### config.mk
export PLATFORM = sky130hd
export DESIGN_NAME = alu_nibble_sequencer_flat
export DESIGN_NICKNAME = d
export VERILOG_FILES = /design/src/rtl/alu_nibble_sequencer_if.sv /design/src/rtl/alu_nibble_sequencer.sv /design/src/flat_wrapper.sv
export SDC_FILE = /design/constraint.sdc
export NUM_CORES = 1
export LEC_CHECK = 0
export CORE_MARGIN = 2
export CORE_UTILIZATION = 46
export DETAILED_ROUTE_END_ITERATION = 10
export PLACE_DENSITY = 0.77
export SLEW_MARGIN = 40
export SYNTH_ARGS = -nofsm -noshare
export SYNTH_HDL_FRONTEND = slang
export SYNTH_SLANG_ARGS = --single-unit
### constraint.sdc
create_clock -name clock -period 3.8 [get_ports clock]
set_clock_uncertainty 0.2 [all_clocks]
set_input_delay 1.14 -clock clock [delete_from_list [all_inputs] [get_ports clock]]
set_output_delay 1.14 -clock clock [all_outputs]
set_load 0.01 [all_outputs]
### src/rtl/alu_nibble_sequencer_if.sv
// Handshake bundle for the nibble-serial add/subtract unit.
// Master drives operands and result acceptance; slave is the ALU block.
interface alu_nibble_sequencer_if;
  logic        in_valid;
  logic        in_ready;
  logic        op_sub;
  logic [31:0] data_a;
  logic [31:0] data_b;
  logic        out_valid;
  logic        out_ready;
  logic [31:0] result;
  logic        carry_out;
  logic        overflow;
  logic        is_not_equal;
  logic        is_less_than;

  modport master (
    output in_valid, op_sub, data_a, data_b, out_ready,
    input  in_ready, out_valid, result, carry_out,
    input  overflow, is_not_equal, is_less_than
  );

  modport slave (
    input  in_valid, op_sub, data_a, data_b, out_ready,
    output in_ready, out_valid, result, carry_out,
    output overflow, is_not_equal, is_less_than
  );
endinterface

### src/rtl/alu_nibble_sequencer.sv
// 32-bit add/sub computed one nibble per cycle through a single
// 4-bit carry-select slice; result presented on an output handshake.
module alu_nibble_sequencer (
  input logic                   clock,
  input logic                   reset,
  alu_nibble_sequencer_if.slave bus
);
  typedef enum logic [1:0] {
    IDLE,
    RUN,
    DONE
  } state_e;

  state_e      state_q, state_d;
  logic [31:0] a_q, a_d;
  logic [31:0] b_q, b_d;
  logic        sub_q, sub_d;
  logic        carry_q, carry_d;
  logic [2:0]  k_q, k_d;
  logic [31:0] result_q, result_d;
  logic        cout_q, cout_d;
  logic        ovf_q, ovf_d;
  logic        ne_q, ne_d;
  logic        lt_q, lt_d;
  logic        in_ready_q, in_ready_d;
  logic        out_valid_q, out_valid_d;

  logic [3:0]  a_nib;
  logic [3:0]  b_nib;
  logic [2:0]  lo;
  logic [2:0]  hi0;
  logic [2:0]  hi1;
  logic [2:0]  hi;
  logic [3:0]  sum;
  logic        cy;

  // Carry-select nibble slice: low pair ripples, high pair picks
  // between two precomputed candidates using the low-pair carry.
  always_comb begin
    a_nib = a_q[{k_q, 2'b00} +: 4];
    b_nib = b_q[{k_q, 2'b00} +: 4];
    lo    = {1'b0, a_nib[1:0]} + {1'b0, b_nib[1:0]}
          + {2'b00, carry_q};
    hi0   = {1'b0, a_nib[3:2]} + {1'b0, b_nib[3:2]};
    hi1   = {1'b0, a_nib[3:2]} + {1'b0, b_nib[3:2]} + 3'd1;
    hi    = lo[2] ? hi1 : hi0;
    sum   = {hi[1:0], lo[1:0]};
    cy    = hi[2];
  end

  // Next-state and datapath updates for IDLE -> RUN -> DONE.
  always_comb begin
    state_d     = state_q;
    a_d         = a_q;
    b_d         = b_q;
    sub_d       = sub_q;
    carry_d     = carry_q;
    k_d         = k_q;
    result_d    = result_q;
    cout_d      = cout_q;
    ovf_d       = ovf_q;
    ne_d        = ne_q;
    lt_d        = lt_q;
    in_ready_d  = in_ready_q;
    out_valid_d = out_valid_q;
    unique case (state_q)
      IDLE: begin
        if (bus.in_valid) begin
          a_d        = bus.data_a;
          b_d        = bus.data_b ^ {32{bus.op_sub}};
          sub_d      = bus.op_sub;
          carry_d    = bus.op_sub;
          k_d        = 3'd0;
          in_ready_d = 1'b0;
          state_d    = RUN;
        end
      end
      RUN: begin
        result_d[{k_q, 2'b00} +: 4] = sum;
        carry_d = cy;
        k_d     = k_q + 3'd1;
        if (k_q == 3'd7) begin
          cout_d      = cy;
          ovf_d       = (a_q[31] == b_q[31])
                      && (sum[3] != a_q[31]);
          ne_d        = sub_q && (|result_d);
          lt_d        = sub_q && (sum[3] ^ ovf_d);
          out_valid_d = 1'b1;
          state_d     = DONE;
        end
      end
      DONE: begin
        if (bus.out_ready) begin
          out_valid_d = 1'b0;
          in_ready_d  = 1'b1;
          state_d     = IDLE;
        end
      end
      default: begin
        state_d = IDLE;
      end
    endcase
  end

  // All state and outputs registered; reset wins over everything.
  always_ff @(posedge clock) begin
    if (reset) begin
      state_q     <= IDLE;
      a_q         <= '0;
      b_q         <= '0;
      sub_q       <= 1'b0;
      carry_q     <= 1'b0;
      k_q         <= '0;
      result_q    <= '0;
      cout_q      <= 1'b0;
      ovf_q       <= 1'b0;
      ne_q        <= 1'b0;
      lt_q        <= 1'b0;
      in_ready_q  <= 1'b1;
      out_valid_q <= 1'b0;
    end else begin
      state_q     <= state_d;
      a_q         <= a_d;
      b_q         <= b_d;
      sub_q       <= sub_d;
      carry_q     <= carry_d;
      k_q         <= k_d;
      result_q    <= result_d;
      cout_q      <= cout_d;
      ovf_q       <= ovf_d;
      ne_q        <= ne_d;
      lt_q        <= lt_d;
      in_ready_q  <= in_ready_d;
      out_valid_q <= out_valid_d;
    end
  end

  assign bus.in_ready     = in_ready_q;
  assign bus.out_valid    = out_valid_q;
  assign bus.result       = result_q;
  assign bus.carry_out    = cout_q;
  assign bus.overflow     = ovf_q;
  assign bus.is_not_equal = ne_q;
  assign bus.is_less_than = lt_q;
endmodule

### src/flat_wrapper.sv
// flat-port wrapper written by rule: the top's interface ports become plain ports
module alu_nibble_sequencer_flat 
  (clock, reset, bus_in_valid, bus_op_sub, bus_data_a, bus_data_b, bus_out_ready, bus_in_ready, bus_out_valid, bus_result, bus_carry_out, bus_overflow, bus_is_not_equal, bus_is_less_than);
  alu_nibble_sequencer_if bus_i ();
  input logic clock;
  input logic reset;
  input wire logic [$bits(bus_i.in_valid)-1:0] bus_in_valid;
  input wire logic [$bits(bus_i.op_sub)-1:0] bus_op_sub;
  input wire logic [$bits(bus_i.data_a)-1:0] bus_data_a;
  input wire logic [$bits(bus_i.data_b)-1:0] bus_data_b;
  input wire logic [$bits(bus_i.out_ready)-1:0] bus_out_ready;
  output wire logic [$bits(bus_i.in_ready)-1:0] bus_in_ready;
  output wire logic [$bits(bus_i.out_valid)-1:0] bus_out_valid;
  output wire logic [$bits(bus_i.result)-1:0] bus_result;
  output wire logic [$bits(bus_i.carry_out)-1:0] bus_carry_out;
  output wire logic [$bits(bus_i.overflow)-1:0] bus_overflow;
  output wire logic [$bits(bus_i.is_not_equal)-1:0] bus_is_not_equal;
  output wire logic [$bits(bus_i.is_less_than)-1:0] bus_is_less_than;
  assign bus_i.in_valid = bus_in_valid;
  assign bus_i.op_sub = bus_op_sub;
  assign bus_i.data_a = bus_data_a;
  assign bus_i.data_b = bus_data_b;
  assign bus_i.out_ready = bus_out_ready;
  assign bus_in_ready = bus_i.in_ready;
  assign bus_out_valid = bus_i.out_valid;
  assign bus_result = bus_i.result;
  assign bus_carry_out = bus_i.carry_out;
  assign bus_overflow = bus_i.overflow;
  assign bus_is_not_equal = bus_i.is_not_equal;
  assign bus_is_less_than = bus_i.is_less_than;
  alu_nibble_sequencer u_core (.clock(clock), .reset(reset), .bus(bus_i));
endmodule
**Yosys cells after proc, flatten, opt, wreduce, memory -nomap -nowiden**

Cells that the tools add are included.
Widths: inputs -> output; s select.

- Bits in registers: 109
- Output and inout port bits: 38
- Logic and storage cells: 63
- Input port bits: 69

- Bitwise logic cells: 2
- Shift-type cells: 4
- Reduce and logical (&&, ||, !) cells: 14
- Multiplexer cells: 16
- Equality and inequality tests: 8
- Add/sub/neg operators: 6

Operator list:

| cell | number |
|---|---|
| $shiftx 32x6->4 | 2 |
| $bwmux 32 | 1 |
| $reduce_or 32->1 | 1 |
| $shift 4x7->32 const A | 1 |
| $shiftx 4x7->32 | 1 |
| $xor 32x32->32 | 1 |
| $reduce_and 3->1 | 3 |
| $neg 5->7 | 1 |
| $add 2x2->3 | 2 |
| $add 3x1->3 const B | 2 |
| $mux 2 | 3 |
| $mux 3 | 2 |
| $pmux 1 s2 | 3 |
| $pmux 2 s3 | 1 |
| $pmux 3 s2 | 1 |
| $reduce_and 2->1 | 3 |
| $reduce_bool 2->1 | 3 |
| $mux 1 | 5 |
| $ne 2x2->1 const B | 2 |
| $add 3x1->3 | 1 |
| $eq 3x3->1 const B | 1 |
| $logic_and 1x1->1 | 3 |
| $eq 2x1->1 const B | 1 |
| $eq 2x2->1 const B | 1 |
| 5 further kinds | 5 |

**Logic depth before layout (Yosys ltp)**

Gate-level depths: netlist of the first run.

- Word-level depth: 8
- Gate-level depth with buffers: 16
- Depth with buffers taken out: 13

**Worst setup path before layout of the first run**

OpenSTA, ideal clock, no wires.

- Kind: reg2reg
- Start point: reg u_core.k_q[0]
- End point: reg u_core.ne_q (netlist: u_core.bus.is_not_equal)
- Required time: 3.464 ns
- Setup slack: -0.027 ns
- Library setup time: 0.136 ns
- Cell stages (with the launch flop): 14
- Arrival: 3.492 ns
- Clock period less this slack: 3.827 ns
- Buffers on the path: 3
- Cells stage by stage: dfxtp_1 -> buf_2 -> buf_2 -> buf_4 -> mux4_2 -> mux2i_1 -> fa_1 -> inv_1 -> ha_1 -> or2_2 -> a311o_1 -> a22o_1 -> nor4_1 -> a311oi_1

- Word-level cells in the longest chain between the ends: 8
- Elaborated cells between the ends (all ways): 15
- Those cells by class: add/sub (5); eq/ne (1); shift (4); mux (2); reduce/logical (3)

RTL lines:

| what | line | text |
|---|---|---|
| from (decl) | alu_nibble_sequencer.sv:19 | `logic [2:0] k_q, k_d;` |
| from (signal assigned) | alu_nibble_sequencer.sv:127 | `k_q <= k_d;` |
| $shiftx 32x6->4 (on tied branches) | alu_nibble_sequencer.sv:40, alu_nibble_sequencer.sv:41 |  |
| $add 2x2->3 (on tied branches) | alu_nibble_sequencer.sv:44, alu_nibble_sequencer.sv:45, alu_nibble_sequencer.sv:42 |  |
| $add 3x1->3 (on tied branches) | alu_nibble_sequencer.sv:45, alu_nibble_sequencer.sv:43 |  |
| $mux 3 | alu_nibble_sequencer.sv:46 | `hi = lo[2] ? hi1 : hi0;` |
| $shiftx 4x7->32 | alu_nibble_sequencer.sv:79 | `result_d[{k_q, 2'b00} +: 4] = sum;` |
| $bwmux 32 | alu_nibble_sequencer.sv:79 |  |
| $reduce_or 32->1 | alu_nibble_sequencer.sv:86 | `ne_d = sub_q && (\|result_d);` |
| $logic_and 1x1->1 | alu_nibble_sequencer.sv:86 |  |
| to (signal assigned) | alu_nibble_sequencer.sv:131 | `ne_q <= ne_d;` |
| to (decl) | alu_nibble_sequencer.sv:23 | `logic ne_q, ne_d;` |

Parallel ways exist; a longest one is shown, timed or not.
A chain may end at the register's enable or synchronous reset.

**Worst setup path after layout of the first run**

Ends and elaborated chain as after synthesis.

==> impl.org, run 1 <==
** Run status
- The flow ran to the end, and the final reports show no timing, DRC or antenna violations.

** STA
- In the final timing run, aggregate negative setup slack is 0 ns.
- Derived from the worst setup path, the maximum achievable clock frequency is approximately 280 MHz.
- Measured against its own limit, the worst slew margin works out to 47.60%.
- Final worst path period share :: between 90% and 100%
- Setup repair after global routing left no endpoint under its margin.
- Total setup violations reported at the end of the flow :: 0
- The clock period could shrink to between 3 and 4 ns.
- Final WS setup :: slightly above 0.2 ns
- For the pin with the worst max-slew slack, the measured transition is between 0.7 and 0.8 ns.
- Final hold viol count :: 0
- Number of slew-limit violations in the final report :: 0

** Placed design
- Worst slack, placed :: between 0.1 and 0.15 ns
- Estimated wirelength of the detail-placed design :: between 8000 and 9000 um
- Cell Count Post-Placement :: 798
- Routability-driven placement finished with a final weighted congestion of 0.9022.
- Port Buf Inserts :: 106
- After detailed placement, the total cell area comes to 6330 sq um.

** Yosys
- Post-Synthesis Mean Instance Area :: roughly 8.9 sq um
- Of all cell types, the one taking the most synthesized area is sky130_fd_sc_hd__dfxtp_1.
- After synthesis the cells add up to between 5000 and 6000 sq um.
- The synthesized design contains 109 register bits.
- Mapped Nets :: 663
- Counting every instance in the synthesized netlist gives a little under 600.
- Yosys printed 0 warnings.
- EDFF count, synth :: 0
- After synthesis, the netlist uses 48 different library cells.
- Sorting the synthesized cells by area gives the leading types as sky130_fd_sc_hd__dfxtp_1, sky130_fd_sc_hd__mux4_2, sky130_fd_sc_hd__nor2_1, sky130_fd_sc_hd__nand2_1, sky130_fd_sc_hd__mux2i_1.
- In the synthesized netlist the dominant register cell turns out to be sky130_fd_sc_hd__dfxtp_1.
- Post-synth top cells :: sky130_fd_sc_hd__dfxtp_1, sky130_fd_sc_hd__nor2_1, sky130_fd_sc_hd__nand2_1
- The synthesized design devotes to its leading area cell type between 40% and 50% of total area.
- Summing the sequential cell areas from Yosys gives a little over two fifths of the chip area.
- In the synthesized netlist the async set-or-reset flop fraction comes to 0%.
- Most common cell in the synthesized netlist :: sky130_fd_sc_hd__dfxtp_1

** Floorplanning
- Vertical die dimension :: around 110 um
- Number of top-level pins :: 107
- Floorplan die width :: 110.1 um
- The initial utilization of the core area, before any placement, comes to between 40% and 50%.
- Total die area :: about 12000 sq um
- Number of core rows :: 38
- Std-Cell Core Area :: 10890 sq um

** Clock network
- For the worst-skew pair, the clock arrives at the later sink with an insertion delay of between 0.3 and 0.4 ns.
- In this run, CTS created clock tree buffers numbering 9.
- Clock edge transition at the registers on the reported setup and hold paths :: 0.12 ns
- CTS placed an instance of sky130_fd_sc_hd__clkbuf_8 at the clock tree root.
- The longest clock path from root to sink contains 2 buffers.
- After clock tree synthesis, the flow added hold-fix buffers numbering 0.
- CTS tree :: done
- Clock sinks :: between 100 and 150
- The H-tree was split into 3 levels.

** Global routing
- The first global-routing pass estimated a little over 20000 um of wire.
- Global routing consumed, over all layers together, about a fifth of the routing resources.
- Initial antenna violation count :: 0
- The via count of the first global-routing pass is 4224.
- Entering global routing, the biggest net connects 110 pins.
- Global route overflow :: 0

** Route
- Drt first-iter violations :: about 180
- Detailed-route vias per instance :: about 5.4
- First drt pass iteration count :: 4
- In the final routed layout, each cell accounts on average for 15.03 um.
- Across all layers, the routed design uses ~4400 vias.
- Wire length reported by the detailed router :: between 10000 and 15000 um
- Number of nets with antenna violations after detailed routing :: 0
- In the routed design, unresolved DRC markers number 0.

** Pwr
- In this run the static leakage power is between 2 and 3 nW.
- The design draws about 2.4 mW.
- In this run the power density over the cells is 370.1 nW/um^2.
- Worst VDD drop :: roughly 0.00022 V

** Layout
- Design area :: approximately 6600 sq um
- Syn-to-layout area delta :: 27.62%
- Nets :: 756
- Of the cells placed in the final design, the portion with a size suffix greater than 1 is 9.370%.
- 0 antenna diodes ended up in the layout.
- Count of placed standard cells in the final layout, fillers left out :: 823

** Setup path
- On the critical path the largest part of the delay comes from adder cells.
- The worst setup path is captured at a flip-flop.
- CP Max Fanout :: 14
- In this design, the stage delay of the slowest critical-path cell is between 0.4 and 0.5 ns.
- Bufs and invs on worst path :: 3
- Worst Setup Path Type :: reg2reg
- Worst Path Required :: between 3 and 4 ns
- Data on the critical path arrives at its endpoint at approximately 3.6 ns.
- STA classifies the critical path startpoint as a flip-flop.
- The largest individual stage delay along the critical path comes from the cell sky130_fd_sc_hd__mux4_2.
- The signal on the critical path passes through buf_12, mux4_2, nand2_1, nand2_1, ha_1, inv_1, fa_1, inv_1, ha_1, or2_2, a311o_1, a22o_1, nor4_1, a311oi_1.

** Job
- Count of maximum capacitance violations :: 0

** Hold path
- In this run the worst hold path is classified as reg2reg.
==> what timing repair did <==
item                                    CTS  global route
endpoints found under the setup margin    0             1
gates resized for setup                   0             1
setup buffers                             0             9
==> registers in the layout (all words and copies together), names as in the netlist <==
signal,cells
u_core.bus.is_not_equal,1
u_core.bus.out_valid,1
u_core.bus.carry_out,1
u_core.b_q,32
u_core.bus.in_ready,1
u_core.state_q,2
u_core.bus.is_less_than,1
u_core.bus.overflow,1
u_core.carry_q,1
u_core.sub_q,1
u_core.a_q,32
u_core.bus.result,32
u_core.k_q,3
==> layer usage <==
metal | vias to the layer above | track usage (%) | wire (um)
li1 | 2210 | - | -
met1 | 2076 | 26.95 | 5350
met2 | 130 | 36.99 | 6254
met3 | 14 | 3.586 | 624
met4 | 0 | 6.696 | 140
met5 | - | 0 | 0
==> layout make-up <==
type / count / area, sq um
Inverter: 7 / 26.28
Sequential cell: 109 / 2183
Clock buffer: 9 / 123.9
Multi-Input combinational cell: 424 / 2774
Timing Repair Buffer: 127 / 1242
Tap cell: 140 / 175.2
Clock inverter: 7 / 82.58
Fill cell: 942 / 4280
==> cell families (layout without fill, tap and decap cells) <==
logic type / after synthesis / in the layout / share of synthesized area [%]
AND/OR/NAND/NOR: 222 / 222 / 18.51
AO/OA/AOI/OAI: 111 / 111 / 13.41
flip-flops: 109 / 109 / 42.15
buffers and inverters: 52 / 150 / 4.422
multiplexers: 47 / 47 / 12.95
XOR/XNOR: 34 / 34 / 5.752
adder cells (fa/ha/maj): 10 / 10 / 2.803
==> cell usage in the layout, fill, tap and decap left out, types with 2 or more instances in the layout <==
| cell type | netlist | layout |
|---|---|---|
| sky130_fd_sc_hd__or2_2 | 2 | 2 |
| sky130_fd_sc_hd__nand2b_1 | 5 | 5 |
| sky130_fd_sc_hd__mux2i_1 | 31 | 31 |
| sky130_fd_sc_hd__mux4_2 | 16 | 16 |
| sky130_fd_sc_hd__nor2b_1 | 7 | 7 |
| sky130_fd_sc_hd__nor3_1 | 3 | 3 |
| sky130_fd_sc_hd__and2_1 | 2 | 2 |
| sky130_fd_sc_hd__nor2_1 | 89 | 88 |
| sky130_fd_sc_hd__buf_4 | 1 | 20 |
| sky130_fd_sc_hd__clkdlybuf4s50_1 | 0 | 104 |
| sky130_fd_sc_hd__and3_1 | 2 | 2 |
| sky130_fd_sc_hd__buf_12 | 0 | 2 |
| sky130_fd_sc_hd__nand2_1 | 87 | 87 |
| sky130_fd_sc_hd__a211oi_1 | 36 | 36 |
| sky130_fd_sc_hd__clkinv_8 | 0 | 3 |
| sky130_fd_sc_hd__inv_1 | 6 | 6 |
| sky130_fd_sc_hd__nor4_1 | 5 | 5 |
| sky130_fd_sc_hd__o211ai_1 | 2 | 2 |
| sky130_fd_sc_hd__clkinv_4 | 0 | 2 |
| sky130_fd_sc_hd__a21oi_1 | 55 | 55 |
| sky130_fd_sc_hd__nand3_1 | 7 | 7 |
| sky130_fd_sc_hd__o21ai_0 | 4 | 4 |
| sky130_fd_sc_hd__a22oi_1 | 2 | 2 |
| sky130_fd_sc_hd__nand4_1 | 5 | 5 |
| sky130_fd_sc_hd__fa_1 | 3 | 3 |
| sky130_fd_sc_hd__ha_1 | 6 | 6 |
| sky130_fd_sc_hd__o2111ai_1 | 2 | 2 |
| sky130_fd_sc_hd__dfxtp_1 | 109 | 108 |
| sky130_fd_sc_hd__clkbuf_8 | 0 | 9 |
| sky130_fd_sc_hd__xnor2_1 | 34 | 34 |
==> power breakdown <==
part / internal, mW / leakage [nW] / switching [mW]
sequential: 1.20 / 0.893 / 0.0366
clock: 0.259 / 0.0983 / 0.434
combinational: 0.247 / 1.55 / 0.265
==> worst reg2reg max path, stage by stage (launching register included) <==
cell and delay [ns]:
sky130_fd_sc_hd__dfxtp_2 0.37, sky130_fd_sc_hd__buf_12 0.15, sky130_fd_sc_hd__mux4_2 0.50, sky130_fd_sc_hd__nand2_1 0.09
sky130_fd_sc_hd__nand2_1 0.06, sky130_fd_sc_hd__ha_1 0.18, sky130_fd_sc_hd__inv_1 0.06, sky130_fd_sc_hd__fa_1 0.42
sky130_fd_sc_hd__inv_1 0.07, sky130_fd_sc_hd__ha_1 0.21, sky130_fd_sc_hd__or2_2 0.34, sky130_fd_sc_hd__a311o_1 0.34
sky130_fd_sc_hd__a22o_1 0.18, sky130_fd_sc_hd__nor4_1 0.16, sky130_fd_sc_hd__a311oi_1 0.12
==> final timing paths <==
kind / from / end / slack [ns] / cells past startpoint
worst max register to register: u_core.k_q[0] / u_core.bus.is_not_equal / 0.20 / 14
worst min register to register: u_core.a_q[9] / u_core.a_q[9] / 0.26 / 2
worst max-delay path: u_core.k_q[0] / u_core.bus.is_not_equal / 0.20 / 14
worst min-delay path: u_core.a_q[9] / u_core.a_q[9] / 0.26 / 2
==> through the flow <==
stage / utilization [%] / hold slack (ns)
global route: 60.69 / 0.2910
CTS: 60.03 / 0.2601
finish: 60.69 / 0.2579
floorplan: - / 0.2331
detailed placement: 58.14 / 0.2449
global placement: 58.10 / 0.2425
Power figures use the tool's default switching activity.
==> run 2, diff against run 1 <==
==> constraint.sdc (replaced) <==
create_clock -name clock -period 3.8 [get_ports clock]
set_clock_uncertainty 0.2 [all_clocks]
set_input_delay 0.38 -clock clock [delete_from_list [all_inputs] [get_ports clock]]
set_output_delay 0.38 -clock clock [all_outputs]
set_load 0.01 [all_outputs]
==> run 2 against run 1 <==
  * First-iteration DRC count rose by 50%
  * Cell area decreased by 0.15%
  * Worst hold slack improved by 0.0026 ns
  * Total power fell by 0.71%
  * Via count decreased by 0.93%
  * Sequential power about the same
  * Largest cell class unchanged
  * Largest power group unchanged
==> impl.org, run 2 (synthesis gave the netlist of run 1 again) <==
** Run status
- The run finished with clean final reports.

** Clock network
- Clock latency on the worst-skew pair :: 0.37 ns (about the same)
- The total CTS buffers is 9 (unchanged).
- The number of buffers between clock root and the deepest sink is 2 (unchanged).
- The tree is rooted in a sky130_fd_sc_hd__clkbuf_8.
- TritonCTS built the clock tree.
- The number of buffers inserted for hold repair after clock tree synthesis came to 0 (unchanged).
- The maximum level of the CTS H-tree came to 3 (unchanged).
- The clock sink total was 109 (unchanged).
- The register clock-pin slew on the reported worst setup and hold paths came to 0.10 ns (-0.02 ns).

** Setup path
- Critical path capture point type :: flip-flop
- The worst setup path is of the reg2reg kind.
- The worst endpoint data arrival time came to 3.60 ns (-0.03 ns).
- The largest individual stage delay along the critical path comes from the cell sky130_fd_sc_hd__mux4_2.
- Max stage delay on crit path :: 0.51 ns (+0.02 ns)
- CP Max Fanout :: 15 (+1)
- Sort of element at the start of the critical path :: flip-flop
- Worst Path Required :: 3.82 ns (about the same)
- Cells along the critical path :: buf_12, mux4_2, nand2_1, nand2_1, ha_1, inv_1, fa_1, inv_1, ha_1, or2_4, a311o_1, a22o_1, nor4_2, a311oi_1

** Route
- Post-detailed-route DRC marker count :: 0 (unchanged)
- Average routed wire per standard cell :: 14.94 um (-0.61%)
- First drt pass iteration count :: 5 (+1)
- The routed via count came to 4389 (-0.93%).
- The aggregate routed wire length was 12280 um (-0.74%).
- The antenna violation net count after detailed routing came to 0 (unchanged).
- The number of vias per cell is 5.339 (-0.80%).
- The DRC violation total after the first TritonRoute iteration was 271 (+50%).

** Layout
- The fraction of final layout cells sized beyond drive strength 1 was 9.238% (-0.13 points).
- N_diodes :: 0 (unchanged)
- Most common library cell in the layout ignoring fill and taps :: sky130_fd_sc_hd__dfxtp_1
- Design area :: 6598 sq um (-0.15%)
- The layout filler cell count was 972 (+3.2%).
- Most frequent cells in the layout :: sky130_fd_sc_hd__dfxtp_1, sky130_fd_sc_hd__clkdlybuf4s50_1, sky130_fd_sc_hd__nor2_1, sky130_fd_sc_hd__nand2_1, sky130_fd_sc_hd__a21oi_1
- The final core utilization is 60.60% (-0.092 points).
- Nets :: 755 (-0.13%)
- Syn-to-layout area delta :: 27.43%

** Floorplanning
- Vertical die dimension :: 110.1 um (unchanged)
- The die width is 110.1 um (unchanged).
- Number of core rows :: 38 (unchanged)
- The starting density of the core came to 47.55% (unchanged).
- Std-Cell Core Area :: 10890 sq um (unchanged)
- The die footprint was 12120 sq um (unchanged).
- Number of top-level pins :: 107 (unchanged)

** STA
- The maximum operating frequency came to 279.7 MHz (+0.60%).
- Final WS setup :: 0.2244 ns (+0.02144 ns)
- Number of slew-limit violations in the final report :: 0 (unchanged)
- The sum of negative setup slack is 0 ns (unchanged).
- The time the final worst path needs with I/O delays and setup came to 3.576 ns (-0.02144 ns).
- The headroom to the max-slew limit came to 48.41% (+0.81 points).
- Final worst path period share :: 94.09% (-0.56 points)
- Slew at the pin with the worst max-slew slack :: 0.7738 ns (-0.01217 ns)
- The hold violation count in the final report came to 0 (unchanged).
- RSZ-0062 raised after global routing :: no
- The final setup violation count is 0 (unchanged).

** Placed design
- The minimum setup slack after placement came to 0.08261 ns (-0.03744 ns).
- The number of port buffers came to 106 (unchanged).
- Estimated wirelength of the detail-placed design :: 8863 um (-1.3%)
- Final GP Congestion :: 0.8773 (-2.8%)
- Placed inst area :: 6322 sq um (-0.12%)

** Job
- Count of maximum capacitance violations :: 0 (unchanged)

** Pwr
- The total chip power is 2.428 mW (-0.71%).
- The leakage dissipation was 2.536 nW (-0.12%).
- The maximum VDD drop was 0.0001958 V (-13%).
- PwrDens :: 368.0 nW/um^2 (-0.56%)

** Global routing
- The wire length of the first global-routing pass came to 19980 um (-0.99%).
- The total track usage is 20.91% (-0.36 points).
- The remaining global-route overflow was 0 (unchanged).
- Initial antenna violation count :: 0 (unchanged)
- Pin count of the biggest net entering global routing :: 110 (unchanged)
- Vias in the first global route :: 4163 (-1.4%)

** Hold path
- Type of the tightest min-delay check :: reg2reg
## run 2: changes by cell type in the layout (fill, tap and decap cells not counted), sizes merged
cell / before / now
clkbuf: 9 / 10
clkinv: 5 / 3
clkinvlp: 1 / 0
inv: 8 / 10
buf: 23 / 22
## run 2: layout make-up
cell class	count	area [sq um]	share of cell area (%)
Sequential cell	109	2183	33.09
Clock inverter	6	67.56	1.024
Timing Repair Buffer	126	1235	18.72
Clock buffer	10	127.6	1.934
Inverter	7	26.28	0.3983
Multi-Input combinational cell	424	2783	42.18
Tap cell	140	175.2	2.655
## run 2: layer usage
metal  up-vias  share of wire [%]  GRT usage (%)
met5         -                  0              0
met4         0                1.3          5.804
met3        15                4.9          3.351
met2       130                 50          34.79
met1      2040                 44          28.26
li1       2204                  -              -
## run 2: power by group
group          leakage (nW)  switching, mW  internal, mW
clock                0.0974          0.421         0.258
sequential            0.893         0.0368          1.20
combinational          1.55          0.262         0.248
## run 2: path summary, 6_finish.rpt
check / start / end / slack [ns] / cells after the start
worst max-delay path: u_core.k_q[0] / u_core.bus.is_not_equal / 0.22 / 14
worst min-delay path: u_core.a_q[6] / u_core.a_q[6] / 0.26 / 2
worst max register to register: u_core.k_q[0] / u_core.bus.is_not_equal / 0.22 / 14
worst min register to register: u_core.a_q[6] / u_core.a_q[6] / 0.26 / 2
## run 2: stage by stage
stage          hold WS (ns)  std cells
6_report             0.2605        822
5_1_grt              0.2838        822
4_1_cts              0.2624        813
3_5_place_dp         0.2476        797
3_3_place_gp         0.2395        797
2_1_floorplan        0.2331        585
## run 2: timing repair
item	4_1_cts	5_1_grt
setup endpoints to repair	0	1
gates resized for setup	0	3
hold endpoints to repair	0	0
setup buffers	0	9
## run 2: critical path, delay by kind of cell, from the launching register on
family | cells | cell delay, ns
adder cells (fa/ha/maj) | 3 | 0.83
AO/OA/AOI/OAI | 3 | 0.62
AND/OR/NAND/NOR | 4 | 0.61
multiplexers | 1 | 0.51
flip-flops | 1 | 0.37
buffers and inverters | 3 | 0.29
